## src/rtl/mem_stage_pkg.sv

```systemverilog
// mem_stage_pkg: shared widths, memory access sizes and LSU FSM states for the memory stage.
package mem_stage_pkg;
  localparam int WORD_WIDTH = 32;
  localparam int REG_ADDR_W = 5;
  typedef enum logic [1:0] {SZ_B = 2'b00, SZ_H = 2'b01, SZ_W = 2'b10} mem_size_t;
  typedef enum logic [1:0] {IDLE, REQ, WAIT_RVALID} lsu_state_t;
endpackage

```

## src/rtl/mem_stage_if.sv

```systemverilog
// mem_stage_if: data-memory req/gnt/rvalid bus between the memory stage (master) and memory (slave).
interface mem_stage_if;
  logic                                 req;
  logic                                 gnt;
  logic [mem_stage_pkg::WORD_WIDTH-1:0] addr;
  logic                                 we;
  logic [3:0]                           be;
  logic [mem_stage_pkg::WORD_WIDTH-1:0] wdata;
  logic                                 rvalid;
  logic [mem_stage_pkg::WORD_WIDTH-1:0] rdata;
  logic                                 err;
  modport master (output req, addr, we, be, wdata, input gnt, rvalid, rdata, err);
  modport slave  (input req, addr, we, be, wdata, output gnt, rvalid, rdata, err);
endinterface

```

## src/rtl/mem_stage_align.sv

```systemverilog
// mem_stage_align: byte enables, lane-replicated store data, alignment check and load extraction.
module mem_stage_align
  import mem_stage_pkg::*;
(
  input  logic [1:0]  off_i,
  input  mem_size_t   size_i,
  input  logic [31:0] wdata_i,
  output logic [3:0]  be_o,
  output logic [31:0] wdata_o,
  output logic        aligned_o,
  input  logic [1:0]  ld_off_i,
  input  mem_size_t   ld_size_i,
  input  logic        ld_uns_i,
  input  logic [31:0] rdata_i,
  output logic [31:0] ldata_o
);
  logic [31:0] shifted;
  always_comb begin
    be_o      = size_i == SZ_B ? 4'b0001 << off_i : size_i == SZ_H ? 4'b0011 << off_i : 4'b1111;
    wdata_o   = size_i == SZ_B ? {4{wdata_i[7:0]}} : size_i == SZ_H ? {2{wdata_i[15:0]}} : wdata_i;
    aligned_o = size_i == SZ_B ? 1'b1 : size_i == SZ_H ? !off_i[0] : off_i == 2'b00;
    shifted   = rdata_i >> {ld_off_i, 3'b000};
    ldata_o   = ld_size_i == SZ_B ? {{24{!ld_uns_i & shifted[7]}}, shifted[7:0]} :
                ld_size_i == SZ_H ? {{16{!ld_uns_i & shifted[15]}}, shifted[15:0]} : shifted;
  end
endmodule

```

## src/rtl/mem_stage.sv

```systemverilog
// mem_stage: load/store FSM on the data bus plus a registered writeback record per retired instruction.
module mem_stage
  import mem_stage_pkg::*;
#(
  parameter int WORD_WIDTH = mem_stage_pkg::WORD_WIDTH,
  parameter int REG_ADDR_W = mem_stage_pkg::REG_ADDR_W
) (
  input  logic                  clk,
  input  logic                  rst_n,
  input  logic                  ex_valid_i,
  input  logic [WORD_WIDTH-1:0] ex_data_i,
  input  logic [WORD_WIDTH-1:0] rdata2_store_i,
  input  logic [REG_ADDR_W-1:0] rd_addr_i,
  input  logic                  rf_we_i,
  input  logic                  mem_req_i,
  input  logic                  mem_we_i,
  input  logic [1:0]            mem_size_i,
  input  logic                  mem_unsigned_i,
  output logic                  stall_o,
  output logic                  wb_valid_o,
  output logic [WORD_WIDTH-1:0] wb_data_o,
  output logic [REG_ADDR_W-1:0] wb_rd_addr_o,
  output logic                  wb_rf_we_o,
  output logic                  misaligned_o,
  output logic                  bus_err_o,
  mem_stage_if.master           bus
);
  lsu_state_t            state_q, state_d;
  logic [WORD_WIDTH-1:0] addr_q, addr_d, wdata_q, wdata_d, wb_data_q, wb_data_d;
  logic [REG_ADDR_W-1:0] rd_q, rd_d, wb_rd_q, wb_rd_d;
  mem_size_t             size_q, size_d;
  logic [3:0]            be_q, be_d;
  logic                  we_q, we_d, uns_q, uns_d, rf_we_q, rf_we_d;
  logic                  wb_valid_q, wb_valid_d, wb_we_q, wb_we_d, mis_q, mis_d, err_q, err_d;
  logic [3:0]            be;
  logic [WORD_WIDTH-1:0] wdata, ldata;
  logic                  aligned;
  mem_stage_align u_align (
    .off_i     (ex_data_i[1:0]),
    .size_i    (mem_size_t'(mem_size_i)),
    .wdata_i   (rdata2_store_i),
    .be_o      (be),
    .wdata_o   (wdata),
    .aligned_o (aligned),
    .ld_off_i  (addr_q[1:0]),
    .ld_size_i (size_q),
    .ld_uns_i  (uns_q),
    .rdata_i   (bus.rdata),
    .ldata_o   (ldata)
  );
  always_comb begin
    state_d    = state_q;
    addr_d     = addr_q;
    wdata_d    = wdata_q;
    rd_d       = rd_q;
    size_d     = size_q;
    be_d       = be_q;
    we_d       = we_q;
    uns_d      = uns_q;
    rf_we_d    = rf_we_q;
    wb_valid_d = 1'b0;
    wb_data_d  = wb_data_q;
    wb_rd_d    = wb_rd_q;
    wb_we_d    = wb_we_q;
    mis_d      = 1'b0;
    err_d      = 1'b0;
    if (state_q == IDLE && ex_valid_i) begin
      if (!mem_req_i) begin
        wb_valid_d = 1'b1;
        wb_data_d  = ex_data_i;
        wb_rd_d    = rd_addr_i;
        wb_we_d    = rf_we_i;
      end else if (!aligned) begin
        mis_d = 1'b1;
      end else begin
        state_d = REQ;
        addr_d  = ex_data_i;
        wdata_d = wdata;
        rd_d    = rd_addr_i;
        size_d  = mem_size_t'(mem_size_i);
        be_d    = be;
        we_d    = mem_we_i;
        uns_d   = mem_unsigned_i;
        rf_we_d = rf_we_i;
      end
    end
    if (state_q == REQ && bus.gnt) state_d = WAIT_RVALID;
    // Stores and errored loads retire with a zero value and no register write.
    if (state_q == WAIT_RVALID && bus.rvalid) begin
      state_d    = IDLE;
      wb_valid_d = 1'b1;
      wb_data_d  = (bus.err || we_q) ? '0 : ldata;
      wb_rd_d    = rd_q;
      wb_we_d    = rf_we_q & !we_q & !bus.err;
      err_d      = bus.err;
    end
  end
  always_ff @(posedge clk or negedge rst_n) begin
    if (!rst_n) begin
      state_q    <= IDLE;
      addr_q     <= '0;
      wdata_q    <= '0;
      rd_q       <= '0;
      size_q     <= SZ_B;
      be_q       <= '0;
      we_q       <= 1'b0;
      uns_q      <= 1'b0;
      rf_we_q    <= 1'b0;
      wb_valid_q <= 1'b0;
      wb_data_q  <= '0;
      wb_rd_q    <= '0;
      wb_we_q    <= 1'b0;
      mis_q      <= 1'b0;
      err_q      <= 1'b0;
    end else begin
      state_q    <= state_d;
      addr_q     <= addr_d;
      wdata_q    <= wdata_d;
      rd_q       <= rd_d;
      size_q     <= size_d;
      be_q       <= be_d;
      we_q       <= we_d;
      uns_q      <= uns_d;
      rf_we_q    <= rf_we_d;
      wb_valid_q <= wb_valid_d;
      wb_data_q  <= wb_data_d;
      wb_rd_q    <= wb_rd_d;
      wb_we_q    <= wb_we_d;
      mis_q      <= mis_d;
      err_q      <= err_d;
    end
  end
  assign stall_o      = state_q != IDLE;
  assign wb_valid_o   = wb_valid_q;
  assign wb_data_o    = wb_data_q;
  assign wb_rd_addr_o = wb_rd_q;
  assign wb_rf_we_o   = wb_we_q;
  assign misaligned_o = mis_q;
  assign bus_err_o    = err_q;
  assign bus.req      = state_q == REQ;
  assign bus.addr     = {addr_q[WORD_WIDTH-1:2], 2'b00};
  assign bus.we       = we_q;
  assign bus.be       = be_q;
  assign bus.wdata    = wdata_q;
endmodule
```

## src/flat_wrapper.sv

```systemverilog
// flat-port wrapper written by rule: the top's interface ports become plain ports
module mem_stage_flat import mem_stage_pkg::*;
#(
  parameter int WORD_WIDTH = mem_stage_pkg::WORD_WIDTH,
  parameter int REG_ADDR_W = mem_stage_pkg::REG_ADDR_W
)
  (clk, rst_n, ex_valid_i, ex_data_i, rdata2_store_i, rd_addr_i, rf_we_i, mem_req_i, mem_we_i, mem_size_i, mem_unsigned_i, stall_o, wb_valid_o, wb_data_o, wb_rd_addr_o, wb_rf_we_o, misaligned_o, bus_err_o, bus_req, bus_addr, bus_we, bus_be, bus_wdata, bus_gnt, bus_rvalid, bus_rdata, bus_err);
  mem_stage_if bus_i ();
  input  logic clk;
  input  logic rst_n;
  input  logic ex_valid_i;
  input  logic [WORD_WIDTH-1:0] ex_data_i;
  input  logic [WORD_WIDTH-1:0] rdata2_store_i;
  input  logic [REG_ADDR_W-1:0] rd_addr_i;
  input  logic rf_we_i;
  input  logic mem_req_i;
  input  logic mem_we_i;
  input  logic [1:0] mem_size_i;
  input  logic mem_unsigned_i;
  output logic stall_o;
  output logic wb_valid_o;
  output logic [WORD_WIDTH-1:0] wb_data_o;
  output logic [REG_ADDR_W-1:0] wb_rd_addr_o;
  output logic wb_rf_we_o;
  output logic misaligned_o;
  output logic bus_err_o;
  output wire logic [$bits(bus_i.req)-1:0] bus_req;
  output wire logic [$bits(bus_i.addr)-1:0] bus_addr;
  output wire logic [$bits(bus_i.we)-1:0] bus_we;
  output wire logic [$bits(bus_i.be)-1:0] bus_be;
  output wire logic [$bits(bus_i.wdata)-1:0] bus_wdata;
  input wire logic [$bits(bus_i.gnt)-1:0] bus_gnt;
  input wire logic [$bits(bus_i.rvalid)-1:0] bus_rvalid;
  input wire logic [$bits(bus_i.rdata)-1:0] bus_rdata;
  input wire logic [$bits(bus_i.err)-1:0] bus_err;
  assign bus_req = bus_i.req;
  assign bus_addr = bus_i.addr;
  assign bus_we = bus_i.we;
  assign bus_be = bus_i.be;
  assign bus_wdata = bus_i.wdata;
  assign bus_i.gnt = bus_gnt;
  assign bus_i.rvalid = bus_rvalid;
  assign bus_i.rdata = bus_rdata;
  assign bus_i.err = bus_err;
  mem_stage #(.WORD_WIDTH(WORD_WIDTH), .REG_ADDR_W(REG_ADDR_W)) u_core (.clk(clk), .rst_n(rst_n), .ex_valid_i(ex_valid_i), .ex_data_i(ex_data_i), .rdata2_store_i(rdata2_store_i), .rd_addr_i(rd_addr_i), .rf_we_i(rf_we_i), .mem_req_i(mem_req_i), .mem_we_i(mem_we_i), .mem_size_i(mem_size_i), .mem_unsigned_i(mem_unsigned_i), .stall_o(stall_o), .wb_valid_o(wb_valid_o), .wb_data_o(wb_data_o), .wb_rd_addr_o(wb_rd_addr_o), .wb_rf_we_o(wb_rf_we_o), .misaligned_o(misaligned_o), .bus_err_o(bus_err_o), .bus(bus_i));
endmodule
```

## config.mk

```make
export PLATFORM = sky130hd
export DESIGN_NAME = mem_stage_flat
export DESIGN_NICKNAME = d
export VERILOG_FILES = /design/src/rtl/mem_stage_pkg.sv /design/src/rtl/mem_stage_if.sv /design/src/rtl/mem_stage_align.sv /design/src/rtl/mem_stage.sv /design/src/flat_wrapper.sv
export SDC_FILE = /design/constraint.sdc
export NUM_CORES = 1
export LEC_CHECK = 0
export BUFFER_PORTS_ARGS = -buffer_cell sky130_fd_sc_hd__buf_2
export CAP_MARGIN = 20
export CORE_MARGIN = 4
export CORE_UTILIZATION = 54
export DETAILED_ROUTE_END_ITERATION = 6
export HOLD_SLACK_MARGIN = 0.02
export PLACE_DENSITY = 0.86
export SLEW_MARGIN = 10
export SYNTH_ARGS = -nofsm -noshare
export SYNTH_HDL_FRONTEND = slang
export SYNTH_HIERARCHICAL = 1
export SYNTH_SLANG_ARGS = --single-unit
```

## constraint.sdc

```tcl
create_clock -name clk -period 4.15 [get_ports clk]
set_input_delay 1.0375 -clock clk [delete_from_list [all_inputs] [get_ports clk]]
set_output_delay 1.0375 -clock clk [all_outputs]
set_load 0.005 [all_outputs]
```

==> qor.yml <==
drt:
  post-route-drc-count: 0
  via_per_inst: 5.75
  ant_nets: 0
  drt_iter0_drc: 240
  drt_first_pass_iters: 5
  wl_um: 16900
  wire_per_inst_um: 19.6
  via_count: 4957
cts:
  cts_buffers: 17
  ctsLongestPathBuffers: 2
  clkSinkCount: 121
  htreeDepth: 4
  hold_buffers: 0
  clock_latency_ns: 0.42
  clk_pin_slew_ns: 0.05
  post_cts_buffers: 0
  cts_resized: 0
  cts-root-buf: "clkbuf_16"
  cts_tree: "done"
critical_path:
  required_ns: 4.45
  crit_type: "reg -> reg"
  cp.arrival_ns: 2.99
  rr_worst_depth: 6
  cp_max_fo: 30
  crit_path_end_kind: "flip-flop"
  worstSetupStartpointType: "flip-flop"
timing:
  slew_violations: 0
  period_share: 0.648
  setup_viol: 0
  fin_ws_ns: 1.46
  rsz0062_at_grt: "false"
  fmax_ghz: 0.372
  fin_worst_skew_ns: 0.00708
  fin_tns_setup_ns: 0
  hold_viol: 0
  relSlewSlack: 0.262
  tightest_slew_ns: 1.11
  hold_ws_ns: 0.498
  period_needed_ns: 2.69
floorplan:
  ios: 225
  die_area_um2: 13600
  die_w_um: 117
  die_y_um: 117
  rows: 39
  coreArea_um2: 11500
  start_util: 0.555
placement:
  port_buffers: 222
  place_inst: 830
  dp_hpwl_um: 12100
  dp_slack_ns: 1.05
  globalplace.congestion: 0.840
global_route:
  grt_max_degree: 63
  first_global_vias: 5034
  grt_usage: 0.248
  grt_pass1_wl_um: 25800
  gr-total-overflow: 0
  antenna_found_initial: 0
logic_synthesis:
  netlist_instances: 536
  seq_area_frac_synth: 0.474
  avgSynthCellArea_um2: 11.9
  netlist_area_um2: 6390
  synth_top_area_frac: 0.474
  async_reset_ff_frac: 1.00
  synth_edf_count: 0
  synth_seq_cells: 121
  synth-main-ff-cell: "dfrtp_1"
  yosys_warnings: 6
  netlist_top_cells_area: "dfrtp_1, mux2_2, o221a_1"
  synth_area_leader_cell: "dfrtp_1"
  netlist-cell-type-count: 42
layout:
  final_cell_mix: "buf_2, dfrtp_1, mux2_2"
  stdcell_count: 862
  n_antenna_cell: 0
  fill_cells: 866
  drive_gt1_frac: 0.512
  layout_commonest_cell: "buf_2"
  nets: 823
  area_delta_synth_final_pct: 21.6
outcome:
  outcome: "completed"
power:
  p_per_area_nw_per_um2: 752
  leakagePower_nw: 3.76
  peakVddDrop_v: 0.000436
  power_mw: 5.85
job:
  cap_violations: 0
worst_hold_path:
  min_path_cells: 1
  hold_path.class: "reg -> reg"
## cell type report
class | count | area, um2 | share of cell area
clock inverter | 8 | 70.1 | 0.00901
multi-input combinational | 324 | 2780 | 0.357
tap | 143 | 179 | 0.0230
timing repair buffer | 228 | 1170 | 0.151
inverter | 14 | 65.1 | 0.00837
sequential | 121 | 3030 | 0.390
clock buffer | 24 | 482 | 0.0620
## per-stage QoR
step	cell area, um2	utilization
global route	7770	0.675
finish	7770	0.675
floorplan	6390	-
detailed placement	7220	0.627
global placement	7220	0.627
CTS	7770	0.675
## metal layers
| metal | wire length, um | GRT usage |
|---|---|---|
| met1 | 6590 | 0.284 |
| met2 | 8170 | 0.412 |
| met3 | 1560 | 0.0869 |
| met4 | 560 | 0.128 |
| met5 | 0 | 0 |
## sequential cells by signal, indices dropped and copies added, names as in the netlist
register and count:
u_core/bus.wdata 32, u_core/wb_data_o 32, u_core/bus_err_o 1, u_core/size_q 2, u_core/rf_we_q 1, u_core/wb_valid_o 1, u_core/misaligned_o 1, u_core/state_q 2
u_core/bus.we 1, u_core/bus.be 4, u_core/rd_q 5, u_core/wb_rf_we_o 1, u_core/uns_q 1, u_core/wb_rd_addr_o 5, u_core/addr_q 32
## power by group
part	internal [mW]	switching [mW]	total (mW)	leakage [nW]
Combinational	1.22	1.11	2.33	2.05
Sequential	1.77	0.375	2.15	1.44
Clock	0.863	0.505	1.37	0.270
Total	3.85	2.00	5.85	3.76
## critical path: stages (launching register included)
cell	delay, ns
dfrtp_1	1.07
mux2i_1	0.47
mux2i_4	0.15
a21oi_4	0.42
a21oi_1	0.15
a21o_1	0.19
o221a_1	0.11
## cell usage after synthesis (7+ instances only)
library cell and number:
nand2_1 18, buf_4 41, nor2_1 13, a21o_1 33, o21ai_0 19, clkbuf_1 12, mux2_2 95, o221a_1 29
a21oi_1 35, mux2i_1 26, nor2b_1 9, inv_1 13, buf_2 18, a211oi_1 7, dfrtp_1 121
## path summary, 6_finish.rpt
check                               startpoint                   end  slack [ns]
max                           u_core/addr_q[1]  u_core/wb_data_o[15]        1.46
min                        u_core/bus.wdata[3]   u_core/bus.wdata[3]        0.50
max reg2reg                   u_core/addr_q[1]  u_core/wb_data_o[15]        1.46
min reg2reg                u_core/bus.wdata[3]   u_core/bus.wdata[3]        0.50
max in group asynchronous                rst_n     u_core/addr_q[25]        2.64
min in group asynchronous                rst_n     u_core/addr_q[22]        0.67
## cell families after synthesis
family                     after synthesis  synth area share
and+or+nand+nor                         55            0.0431
buffers and inverters                   92            0.0924
muxes                                  123             0.215
other                                    1          0.000587
adders and majority gates                4           0.00783
AOI/OAI and AO/OA                      140             0.167
DFF                                    121             0.474
(Power assumes the default switching activity.)
